File: src/rtl/conv_encoder_ctrl.sv
`default_nettype none
// ============================================================================
//  Module   : conv_encoder_ctrl
//  Purpose  : Sequencer for the convolutional encoder datapath. In encode
//             mode it streams frame bits into the encoder, appends K-1 zero
//             tail bits and emits registered code symbols with valid/ready
//             backpressure. In table mode it walks the radix-4 transition
//             table (4*2^(K-1) entries) and streams each entry out.
//  Ports    : clk, rst                     - clock, synchronous active-high reset
//             i_start/i_mode/i_k/i_rate    - operation request and config
//             i_bit/i_bit_valid/i_bit_last - frame bit stream, o_bit_ready
//             o_ce_en/o_ce_mode/o_ce_bit/o_ce_rst_n - encoder control pins
//             i_ce_data/i_ce_mux           - encoder symbol / table entry
//             o_sym*/i_sym_ready           - code-symbol stream
//             o_tbl*/i_tbl_ready           - table-entry stream
//             o_busy/o_done/o_err          - status
//  Revision : 1.0 - initial release
// ============================================================================
module conv_encoder_ctrl #(
    parameter int MAX_CONSTRAINT_LENGTH = 9,
    parameter int MAX_CODE_RATE         = 3,
    parameter int TBL_W                 = 16
) (
    input  logic                     clk,
    input  logic                     rst,
    input  logic                     i_start,
    input  logic                     i_mode,
    input  logic [3:0]               i_k,
    input  logic [1:0]               i_rate,
    input  logic                     i_bit,
    input  logic                     i_bit_valid,
    input  logic                     i_bit_last,
    output logic                     o_bit_ready,
    output logic                     o_ce_en,
    output logic                     o_ce_mode,
    output logic                     o_ce_bit,
    output logic                     o_ce_rst_n,
    input  logic [MAX_CODE_RATE-1:0] i_ce_data,
    input  logic [TBL_W-1:0]         i_ce_mux,
    output logic [MAX_CODE_RATE-1:0] o_sym,
    output logic                     o_sym_valid,
    output logic                     o_sym_last,
    input  logic                     i_sym_ready,
    output logic [TBL_W-1:0]         o_tbl,
    output logic                     o_tbl_valid,
    output logic                     o_tbl_last,
    input  logic                     i_tbl_ready,
    output logic                     o_busy,
    output logic                     o_done,
    output logic                     o_err
);

    // Entry counter must hold 4*2^(K-1) = 2^(K+1) entries for the largest K.
    localparam int                  c_ent_w = MAX_CONSTRAINT_LENGTH + 2;
    localparam logic [c_ent_w-1:0]  c_one   = c_ent_w'(1);

    typedef enum logic [2:0] {
        S_IDLE     = 3'd0,
        S_CLEAR    = 3'd1,
        S_ENC_DATA = 3'd2,
        S_ENC_TAIL = 3'd3,
        S_TBL_SCAN = 3'd4,
        S_DONE     = 3'd5
    } state_t;

    state_t                   r_state;
    state_t                   w_next;

    logic                     r_mode;
    logic [3:0]               r_k;
    logic [1:0]               r_rate;
    logic [3:0]               r_tail;
    logic [c_ent_w-1:0]       r_ent;

    logic [MAX_CODE_RATE-1:0] r_sym;
    logic                     r_sym_valid;
    logic                     r_sym_last;
    logic [TBL_W-1:0]         r_tbl;
    logic                     r_tbl_valid;
    logic                     r_tbl_last;
    logic                     r_ce_rst_n;
    logic                     r_done;
    logic                     r_err;

    logic                     w_sym_free;
    logic                     w_tbl_free;
    logic                     w_cfg_ok;
    logic [c_ent_w-1:0]       w_ent_last_idx;
    logic [MAX_CODE_RATE-1:0] w_sym_in;

    logic                     w_ce_en;
    logic                     w_ce_bit;
    logic                     w_bit_ready;
    logic                     w_sym_load;
    logic                     w_sym_last_in;
    logic                     w_tbl_load;
    logic                     w_tbl_last_in;
    logic                     w_start_ok;
    logic                     w_start_bad;
    logic                     w_done;

    assign w_sym_free = !r_sym_valid || i_sym_ready;
    assign w_tbl_free = !r_tbl_valid || i_tbl_ready;

    // Rate only matters for encode; table scans accept any rate field.
    assign w_cfg_ok = (i_k >= 4'd3) && (int'(i_k) <= MAX_CONSTRAINT_LENGTH) &&
                      (i_mode || (((i_rate == 2'd2) || (i_rate == 2'd3)) &&
                                  (int'(i_rate) <= MAX_CODE_RATE)));

    assign w_ent_last_idx = (c_one << (r_k + 4'd1)) - c_one;

    // Encoder outputs above the configured rate are not part of the code.
    always_comb begin
        w_sym_in = i_ce_data;
        for (int b = 0; b < MAX_CODE_RATE; b++) begin
            if (b >= int'(r_rate)) begin
                w_sym_in[b] = 1'b0;
            end
        end
    end

    always_comb begin
        w_next        = r_state;
        w_ce_en       = 1'b0;
        w_ce_bit      = 1'b0;
        w_bit_ready   = 1'b0;
        w_sym_load    = 1'b0;
        w_sym_last_in = 1'b0;
        w_tbl_load    = 1'b0;
        w_tbl_last_in = 1'b0;
        w_start_ok    = 1'b0;
        w_start_bad   = 1'b0;
        w_done        = 1'b0;

        case (r_state)
            S_IDLE: begin
                if (i_start) begin
                    if (w_cfg_ok) begin
                        w_start_ok = 1'b1;
                        w_next     = S_CLEAR;
                    end else begin
                        w_start_bad = 1'b1;
                    end
                end
            end

            S_CLEAR: begin
                w_next = r_mode ? S_TBL_SCAN : S_ENC_DATA;
            end

            S_ENC_DATA: begin
                w_bit_ready = w_sym_free;
                w_ce_bit    = i_bit;
                w_ce_en     = i_bit_valid && w_sym_free;
                w_sym_load  = w_ce_en;
                if (w_ce_en && i_bit_last) begin
                    w_next = S_ENC_TAIL;
                end
            end

            S_ENC_TAIL: begin
                // Zero tail bits flush the shift register back to state 0.
                w_ce_en       = w_sym_free;
                w_sym_load    = w_ce_en;
                w_sym_last_in = (r_tail == 4'd1);
                if (w_ce_en && (r_tail == 4'd1)) begin
                    w_next = S_DONE;
                end
            end

            S_TBL_SCAN: begin
                w_ce_en       = w_tbl_free;
                w_tbl_load    = w_ce_en;
                w_tbl_last_in = (r_ent == w_ent_last_idx);
                if (w_ce_en && (r_ent == w_ent_last_idx)) begin
                    w_next = S_DONE;
                end
            end

            S_DONE: begin
                if (r_mode ? w_tbl_free : w_sym_free) begin
                    w_done = 1'b1;
                    w_next = S_IDLE;
                end
            end

            default: begin
                w_next = S_IDLE;
            end
        endcase
    end

    always_ff @(posedge clk) begin
        if (rst) begin
            r_state     <= S_IDLE;
            r_mode      <= 1'b0;
            r_k         <= 4'd0;
            r_rate      <= 2'd0;
            r_tail      <= 4'd0;
            r_ent       <= '0;
            r_sym       <= '0;
            r_sym_valid <= 1'b0;
            r_sym_last  <= 1'b0;
            r_tbl       <= '0;
            r_tbl_valid <= 1'b0;
            r_tbl_last  <= 1'b0;
            r_ce_rst_n  <= 1'b0;
            r_done      <= 1'b0;
            r_err       <= 1'b0;
        end else begin
            r_state <= w_next;
            // Registered so the encoder clear lines up exactly with CLEAR.
            r_ce_rst_n <= (w_next != S_CLEAR);
            r_done     <= w_done;
            r_err      <= w_start_bad;

            if (w_start_ok) begin
                r_mode <= i_mode;
                r_k    <= i_k;
                r_rate <= i_rate;
            end

            if (r_state == S_CLEAR) begin
                r_ent  <= '0;
                r_tail <= 4'd0;
            end else if ((r_state == S_ENC_DATA) && w_ce_en && i_bit_last) begin
                r_tail <= r_k - 4'd1;
            end else if ((r_state == S_ENC_TAIL) && w_ce_en) begin
                r_tail <= r_tail - 4'd1;
            end

            if (w_tbl_load) begin
                r_ent <= r_ent + c_one;
            end

            if (w_sym_load) begin
                r_sym       <= w_sym_in;
                r_sym_valid <= 1'b1;
                r_sym_last  <= w_sym_last_in;
            end else if (i_sym_ready) begin
                r_sym_valid <= 1'b0;
                r_sym_last  <= 1'b0;
            end

            if (w_tbl_load) begin
                r_tbl       <= i_ce_mux;
                r_tbl_valid <= 1'b1;
                r_tbl_last  <= w_tbl_last_in;
            end else if (i_tbl_ready) begin
                r_tbl_valid <= 1'b0;
                r_tbl_last  <= 1'b0;
            end
        end
    end

    assign o_bit_ready = w_bit_ready;
    assign o_ce_en     = w_ce_en;
    assign o_ce_bit    = w_ce_bit;
    assign o_ce_mode   = r_mode && (r_state != S_IDLE);
    assign o_ce_rst_n  = r_ce_rst_n;
    assign o_sym       = r_sym;
    assign o_sym_valid = r_sym_valid;
    assign o_sym_last  = r_sym_last;
    assign o_tbl       = r_tbl;
    assign o_tbl_valid = r_tbl_valid;
    assign o_tbl_last  = r_tbl_last;
    assign o_busy      = (r_state != S_IDLE);
    assign o_done      = r_done;
    assign o_err       = r_err;

endmodule
`default_nettype wire

File: config.mk
export PLATFORM = sky130hd
export DESIGN_NAME = conv_encoder_ctrl
export DESIGN_NICKNAME = d
export VERILOG_FILES = /design/src/rtl/conv_encoder_ctrl.sv
export SDC_FILE = /design/constraint.sdc
export NUM_CORES = 1
export LEC_CHECK = 0
export ABC_AREA = 1
export BUFFER_PORTS_ARGS = -buffer_cell sky130_fd_sc_hd__buf_2
export CAP_MARGIN = 15
export CORE_ASPECT_RATIO = 1.75
export CORE_UTILIZATION = 54
export CTS_BUF_LIST = sky130_fd_sc_hd__clkbuf_8 sky130_fd_sc_hd__clkbuf_16
export DETAILED_ROUTE_END_ITERATION = 12
export PLACE_DENSITY = 0.8
export SLEW_MARGIN = 5
export SYNTH_ARGS = -nofsm -noshare
export SYNTH_HDL_FRONTEND = slang
export SYNTH_SLANG_ARGS = --single-unit
File: constraint.sdc
create_clock -name clk -period 3 [get_ports clk]
set_input_delay 0.6 -clock clk [delete_from_list [all_inputs] [get_ports clk]]
set_output_delay 0.6 -clock clk [all_outputs]
set_load 0.02 [all_outputs]
==> results of run 1 <==
-- tightest hold or removal path: stages (launching register included) --
cell                      delay, ns
sky130_fd_sc_hd__dfxtp_1       0.31
sky130_fd_sc_hd__nand2_1       0.06
sky130_fd_sc_hd__a21oi_1       0.05
-- area by class of cell --
type | count | area share (%)
multi-input combinational | 319 | 48.0
sequential | 51 | 30.6
timing repair buffer | 68 | 10.5
inverter | 56 | 6.38
clock buffer | 5 | 2.06
tap | 55 | 2.06
clock inverter | 3 | 0.375
-- placed cells by master (no fill, tap or decap) --
cell and count:
sky130_fd_sc_hd__xor2_1 5, sky130_fd_sc_hd__clkinv_2 1, sky130_fd_sc_hd__o2111ai_1 1, sky130_fd_sc_hd__o22ai_1 1
sky130_fd_sc_hd__a2111oi_0 2, sky130_fd_sc_hd__clkbuf_8 5, sky130_fd_sc_hd__nand2_2 8, sky130_fd_sc_hd__ha_1 10
sky130_fd_sc_hd__nor2_2 6, sky130_fd_sc_hd__buf_2 64, sky130_fd_sc_hd__xnor2_1 1, sky130_fd_sc_hd__clkinv_1 1
sky130_fd_sc_hd__inv_2 2, sky130_fd_sc_hd__a211oi_1 4, sky130_fd_sc_hd__nor2_4 2, sky130_fd_sc_hd__o21bai_1 1
sky130_fd_sc_hd__nand3b_1 1, sky130_fd_sc_hd__a21oi_1 26, sky130_fd_sc_hd__nand4_1 7, sky130_fd_sc_hd__nand3_2 1
sky130_fd_sc_hd__nand3_1 32, sky130_fd_sc_hd__a21oi_2 2, sky130_fd_sc_hd__a22oi_1 1, sky130_fd_sc_hd__or2_2 1
sky130_fd_sc_hd__a221oi_1 3, sky130_fd_sc_hd__dfxtp_1 51, sky130_fd_sc_hd__inv_4 1, sky130_fd_sc_hd__o21ai_0 38
sky130_fd_sc_hd__inv_1 54, sky130_fd_sc_hd__nor2_1 68, sky130_fd_sc_hd__nor3_1 7, sky130_fd_sc_hd__nand2_4 1
sky130_fd_sc_hd__buf_4 4, sky130_fd_sc_hd__o211ai_1 1, sky130_fd_sc_hd__nand2_1 89
-- power by group --
group,switching (mW),internal [mW],total (mW)
Sequential,0.0165,0.695,0.712
Clock,0.210,0.157,0.367
Combinational,0.197,0.106,0.303
-- routing by layer --
layer	share of wire (%)	routed length (um)	vias up
met5	0	0	-
met4	4.0	284	0
met3	3.1	219	18
met2	54	3850	69
met1	39	2750	1337
li1	-	-	1538
-- cell families after synthesis --
logic type / synth area share, %
adders and majority gates: 4.31
buffers and inverters: 9.70
and+or+nand+nor: 33.5
AOI/OAI and AO/OA: 15.5
DFF: 35.2
xor gates and xnor gates: 1.81
-- metrics by stage --
step	setup slack [ns]	hold WS [ns]	area, um2	util (%)	instances
CTS	0.572	0.466	3330	64.0	557
floorplan	0.826	0.450	2900	-	439
finish	0.564	0.465	3330	64.0	557
detailed placement	0.588	0.453	3250	62.4	549
global placement	0.675	0.455	3250	62.4	549
global route	0.270	0.499	3330	64.0	557
-- flip-flops by register name, indices dropped and copies added (netlist names) --
register	count
o_tbl	16
o_tbl_last	1
r_k	4
o_sym_valid	1
r_ent	11
r_mode	1
o_sym_last	1
o_sym	3
o_tbl_valid	1
r_state	3
r_rate	2
o_err	1
o_done	1
o_ce_rst_n	1
r_tail	4
-- worst paths after layout --
path | to | from
max | r_state[0] | r_k[0]
min | o_sym[1] | o_sym[1]
max reg2reg | r_state[0] | r_k[0]
min reg2reg | o_sym[1] | o_sym[1]
==> impl_metrics.csv, run 1 <==
group,metric,value,unit
run_status,status,"complete, no violations",
final_layout,multi_input_area,1600,um2
drt,wire_per_inst,12.8,um
timing,slew_headroom,69.2,%
worst_setup_path,timing.critical_path.slowest_cell_delay,0.46,ns
drt,routed_wl,7110,um
worst_setup_path,worstRegToRegCells,14,
floorplanning,io_pins,65,
cts,cts.reportedPaths.clkPinSlew,0.09,ns
cts,clock_tree.root_cell,"sky130_fd_sc_hd__clkbuf_8",
timing,finalHoldViolCount,0,
floorplanning,core_region_area,5210,um2
worst_hold_path,hold_depth,2,
drt,route.detailed.drc,0,
timing,final.setup.tns,0,ns
yosys,synth_flop_cell,"sky130_fd_sc_hd__dfxtp_1",
grt,met2_use_gr,49.8,%
timing,timing.clock.skew,0.00638,ns
grt,globalRouteTotalUtil,26.8,%
cts,cts_hold_buf,0,
yosys,synth_area_leader_cell,"sky130_fd_sc_hd__dfxtp_1",
cts,clock_tree_from_tritoncts,"yes",
yosys,yosysSeqAreaShare,35.2,%
pwr,peakVddDrop,0.000468,V
drt,detailedRoute.firstPassIterationCount,4,
grt,first_global_vias,2931,
timing,setup_viol_count_final,0,
floorplanning,fp.dieW,57.4,um
floorplanning,die_y,99.0,um
timing,setup_repair_after_global_routing_missed_its_margin,"no",
final_layout,antenna_cells_inserted,0,
floorplanning,rows,35,
final_layout,final_layout_size_suffix_gt1_share,19.5,%
pwr,report.power.total,1.38,mW
yosys,synth_largest_type_area_fraction,35.2,%
yosys,synthArstFlopShare,0,%
yosys,summed_instance_area_of_the_synthesized_netlist,2900,um2
yosys,synth.distinct_cells,35,
grt,groute.layer.met3.usage,3.15,%
cts,source_to_sink_clock_delay_at_the_later_pin_of_the_worst_skew_pair,0.30,ns
worst_setup_path,worst_ep_required_time,3.24,ns
worst_setup_path,crit_path_max_fanout,7,
drt,drtIter0Drc,77,
worst_setup_path,worst-r2r-setup-slack,0.56,ns
yosys,postSynthCellCount,439,
worst_setup_path,cp-end-kind,"flop",
final_layout,final.fill_count,502,
worst_setup_path,cp_num_buf_inv,1,
worst_hold_path,hp-class,"reg -> reg",
floorplanning,floorplan.initialDensity,55.7,%
grt,grt_first_pass_wirelength,12100,um
yosys,synth_most_common_cell,"sky130_fd_sc_hd__nand2_1",
worst_setup_path,cell_with_the_biggest_individual_delay_on_the_critical_path,"sky130_fd_sc_hd__dfxtp_1",
worst_setup_path,critPathTopFamily,"simple AND/OR/NAND/NOR gates",
floorplanning,die_area,5680,um2
drt,final_antenna_net_count,0,
grt,use_met1,27.3,%
drt,vias,2962,
flow_run,max_cap_violations,0,
cts,cts_made_buffers,5,
yosys,synth.net_count,483,
timing,clock.fmax,0.411,GHz
placed_design,finalWeightedCongestion,0.874,
pwr,power_density,414,nW/um2
timing,period_minus_slack,2.44,ns
cts,cts.htree.levels,2,
worst_setup_path,total_stage_count_of_the_critical_path,14,
pwr,p_leak,1.60,nW
cts,postCtsResizedCells,0,
timing,tightest_slew,0.451,ns
grt,grt_overflow,0,
final_layout,fin_nets,545,
worst_setup_path,cp.arrival,2.67,ns
grt,grt.busiest_layer,"met2",
cts,cts.repair_timing.setup_buffer_count,0,
yosys,synth.avg_cell_area,6.61,um2
yosys,synth_warn,0,
worst_setup_path,timing.setup.critical_path_class,"reg -> reg",
worst_setup_path,cp-start-kind,"flop",
yosys,synth_seq_cells,51,
final_layout,area_delta_synth_final,14.9,%
worst_setup_path,critical_path.cell_chain,"ha_1 > inv_1 > nand2_1 > nand2_4 > nor2_2 > nand2_2 > ha_1 > xor2_1 > nand2_1 > nor2_1 > nand4_1 > nor2_1 > nand4_1 > a21oi_1",
yosys,synth_edf_count,0,
placed_design,post-dp-hpwl,5490,um
cts,cts_sinks,51,
yosys,post_synth_main_area_contributors,"sky130_fd_sc_hd__dfxtp_1, sky130_fd_sc_hd__nand2_1, sky130_fd_sc_hd__nor2_1",
drt,routed_via_density,5.32,
grt,antenna_found_initial,0,
timing,finalCritPeriodShare,81.2,%
placed_design,io_buffer_count,64,
grt,grt_max_degree,31,
cts,max-clock-path-buffers,2,
yosys,synthTopCellsByCount,"sky130_fd_sc_hd__nand2_1, sky130_fd_sc_hd__nor2_1, sky130_fd_sc_hd__inv_1",
final_layout,area.sequential,1020,um2
timing,final-max-slew-violation-count,0,
(Power assumes the default switching activity.)
==> inputs of run 2 (changes only) <==
- clock period: 3 -> 2.4 ns (I/O delays scaled with it)
==> run 2 against run 1 <==
First-iteration DRC count shrank 34%. Register-to-register slack lost 0.40 ns. Combinational power grew 31%. Worst hold slack lost 0.065 ns. Power grew 28%. Die area is the same. Count of clock-buffer cells in the layout grew 1. Largest power group unchanged. Clock skew shrank 0.0035 ns. Final cell count grew 1.1%.
==> impl_metrics.csv, run 2 (synthesis gave the netlist of run 1 again) <==
group,metric,value,unit
floorplanning,rows,35,
placed_design,post-dp-hpwl,5570,um
final_layout,area_delta_synth_final,17.6,%
cts,max-clock-path-buffers,2,
timing,final-max-slew-violation-count,0,
placed_design,finalWeightedCongestion,0.923,
grt,grt_first_pass_wirelength,11600,um
final_layout,final_layout_size_suffix_gt1_share,21.5,%
worst_setup_path,r2r_end,"o_tbl_last",
cts,cts_sinks,51,
pwr,p_leak,1.63,nW
timing,setup_viol_count_final,0,
timing,timing.clock.skew,0.00292,ns
worst_setup_path,crit_path_max_fanout,7,
worst_setup_path,timing.setup.critical_path_class,"reg -> reg",
timing,finalHoldViolCount,0,
floorplanning,die_area,5680,um2
final_layout,final_cell_mix,"sky130_fd_sc_hd__nand2_1, sky130_fd_sc_hd__nor2_1, sky130_fd_sc_hd__buf_2, sky130_fd_sc_hd__inv_1, sky130_fd_sc_hd__dfxtp_1",
drt,final_antenna_net_count,0,
placed_design,io_buffer_count,64,
drt,detailedRoute.firstPassIterationCount,4,
timing,setup_repair_after_global_routing_missed_its_margin,"no",
grt,grt_max_degree,25,
final_layout,fin_nets,552,
cts,source_to_sink_clock_delay_at_the_later_pin_of_the_worst_skew_pair,0.30,ns
drt,routed_wl,7010,um
worst_hold_path,hold_depth,3,
floorplanning,core_region_area,5210,um2
worst_setup_path,worst_ep_required_time,2.63,ns
final_layout,area.sequential,1020,um2
final_layout,multi_input_area,1620,um2
grt,first_global_vias,2793,
cts,cts.htree.levels,2,
drt,vias,2954,
worst_setup_path,cp-end-kind,"flop",
timing,clock.fmax,0.448,GHz
final_layout,largest_register_ff_count,16,
final_layout,antenna_cells_inserted,0,
floorplanning,floorplan.initialDensity,55.7,%
worst_setup_path,cp.arrival,2.46,ns
timing,tightest_slew,0.429,ns
final_layout,layout_commonest_cell,"sky130_fd_sc_hd__nand2_1",
drt,drtIter0Drc,51,
final_layout,final.fill_count,475,
timing,final.setup.tns,0,ns
cts,clock_tree.root_cell,"sky130_fd_sc_hd__clkbuf_8",
pwr,power_density,520,nW/um2
timing,slew_headroom,70.7,%
floorplanning,io_pins,65,
worst_hold_path,hold_path.startpoint,"i_ce_mux[1]",
run_status,status,"complete, no violations",
floorplanning,die_y,99.0,um
flow_run,max_cap_violations,0,
drt,route.detailed.drc,0,
final_layout,final_cell_count_no_fill,563,
placed_design,placedCellCount,556,
grt,antenna_found_initial,0,
cts,cts.reportedPaths.clkPinSlew,0.09,ns
worst_setup_path,worst-r2r-setup-slack,0.17,ns
timing,finalCritPeriodShare,93.0,%
worst_hold_path,min_delay_worst_endpoint,"o_tbl[1]",
worst_setup_path,worstRegToRegCells,14,
cts,cts_made_buffers,5,
timing,period_minus_slack,2.23,ns
floorplanning,fp.dieW,57.4,um
worst_setup_path,cp-start-kind,"flop",
cts,cts_hold_buf,0,
cts,clock_tree_from_tritoncts,"yes",
drt,routed_via_density,5.25,
worst_hold_path,hp-class,"in -> reg",
worst_setup_path,reg2reg_start,"r_k[1]",
grt,globalRouteTotalUtil,25.9,%
pwr,peakVddDrop,0.000503,V
drt,wire_per_inst,12.5,um
grt,grt_overflow,0,
## run 2: cell types whose count changed in the layout (fill, tap and decap cells not counted), sizes merged
cell | previous run | this run
buf | 68 | 75
inv | 57 | 55
clkbuf | 5 | 6
## run 2: routing by layer
layer,vias to the layer above,global-route usage (%),wire length [um]
met1,1321,25.7,2720
li1,1552,-,-
met2,61,49.6,3790
met3,20,3.02,185
met5,-,0,0
met4,0,14.6,325
## run 2: report_power, final
part	switching, mW	internal (mW)
Clock	0.262	0.227
Sequential	0.0198	0.869
Combinational	0.255	0.142
Total	0.537	1.24
## run 2: layout make-up
class	count	share of cell area, %
Multi-Input combinational cell	319	47.4
Timing Repair Buffer	75	11.8
Tap cell	55	2.02
Clock buffer	6	2.42
Sequential cell	51	30.0
Inverter	56	6.23
Clock inverter	1	0.147
## run 2: worst max-delay path: stages (launching register included)
cell and delay [ns]:
sky130_fd_sc_hd__dfxtp_4 0.39, sky130_fd_sc_hd__ha_2 0.21, sky130_fd_sc_hd__inv_1 0.06, sky130_fd_sc_hd__nand2_1 0.09
sky130_fd_sc_hd__nand2_4 0.11, sky130_fd_sc_hd__nor2_4 0.13, sky130_fd_sc_hd__nand2_2 0.09, sky130_fd_sc_hd__ha_1 0.29
sky130_fd_sc_hd__xor2_1 0.14, sky130_fd_sc_hd__nand2_1 0.07, sky130_fd_sc_hd__nor2_1 0.10, sky130_fd_sc_hd__nand4_1 0.09
sky130_fd_sc_hd__nor2_1 0.11, sky130_fd_sc_hd__nand4_1 0.12, sky130_fd_sc_hd__a21oi_1 0.15
## run 2: repair_timing
action | in CTS | in global routing
resized for setup | 0 | 6
setup buffers | 0 | 0
endpoints found under the setup margin | 0 | 3
## run 2: worst max-delay path by stage
stage,end,slack (ns),start,depth (start not counted)
final,o_tbl_last,0.17,r_k[1],14
after global routing,o_ce_en,0.006,r_state[1],7
after CTS,o_tbl_last,0.009,r_k[1],14
after detailed placement,o_tbl_last,0.05,r_k[1],14
after global placement,o_tbl_last,0.15,r_k[1],14
after floorplan,r_state[0],0.23,r_k[0],14
## run 2: stage by stage
stage | worst slack, ns | total power, mW | cell area [um2] | utilization, % | hold WS, ns
after floorplan | 0.226 | 1.19 | 2900 | - | 0.450
after global placement | 0.147 | 1.29 | 3310 | 63.4 | 0.452
after detailed placement | 0.0480 | 1.30 | 3310 | 63.4 | 0.457
after CTS | 0.00946 | 1.78 | 3390 | 65.1 | 0.397
after global routing | 0.00589 | 1.87 | 3410 | 65.5 | 0.408
final | 0.168 | 1.78 | 3410 | 65.5 | 0.401
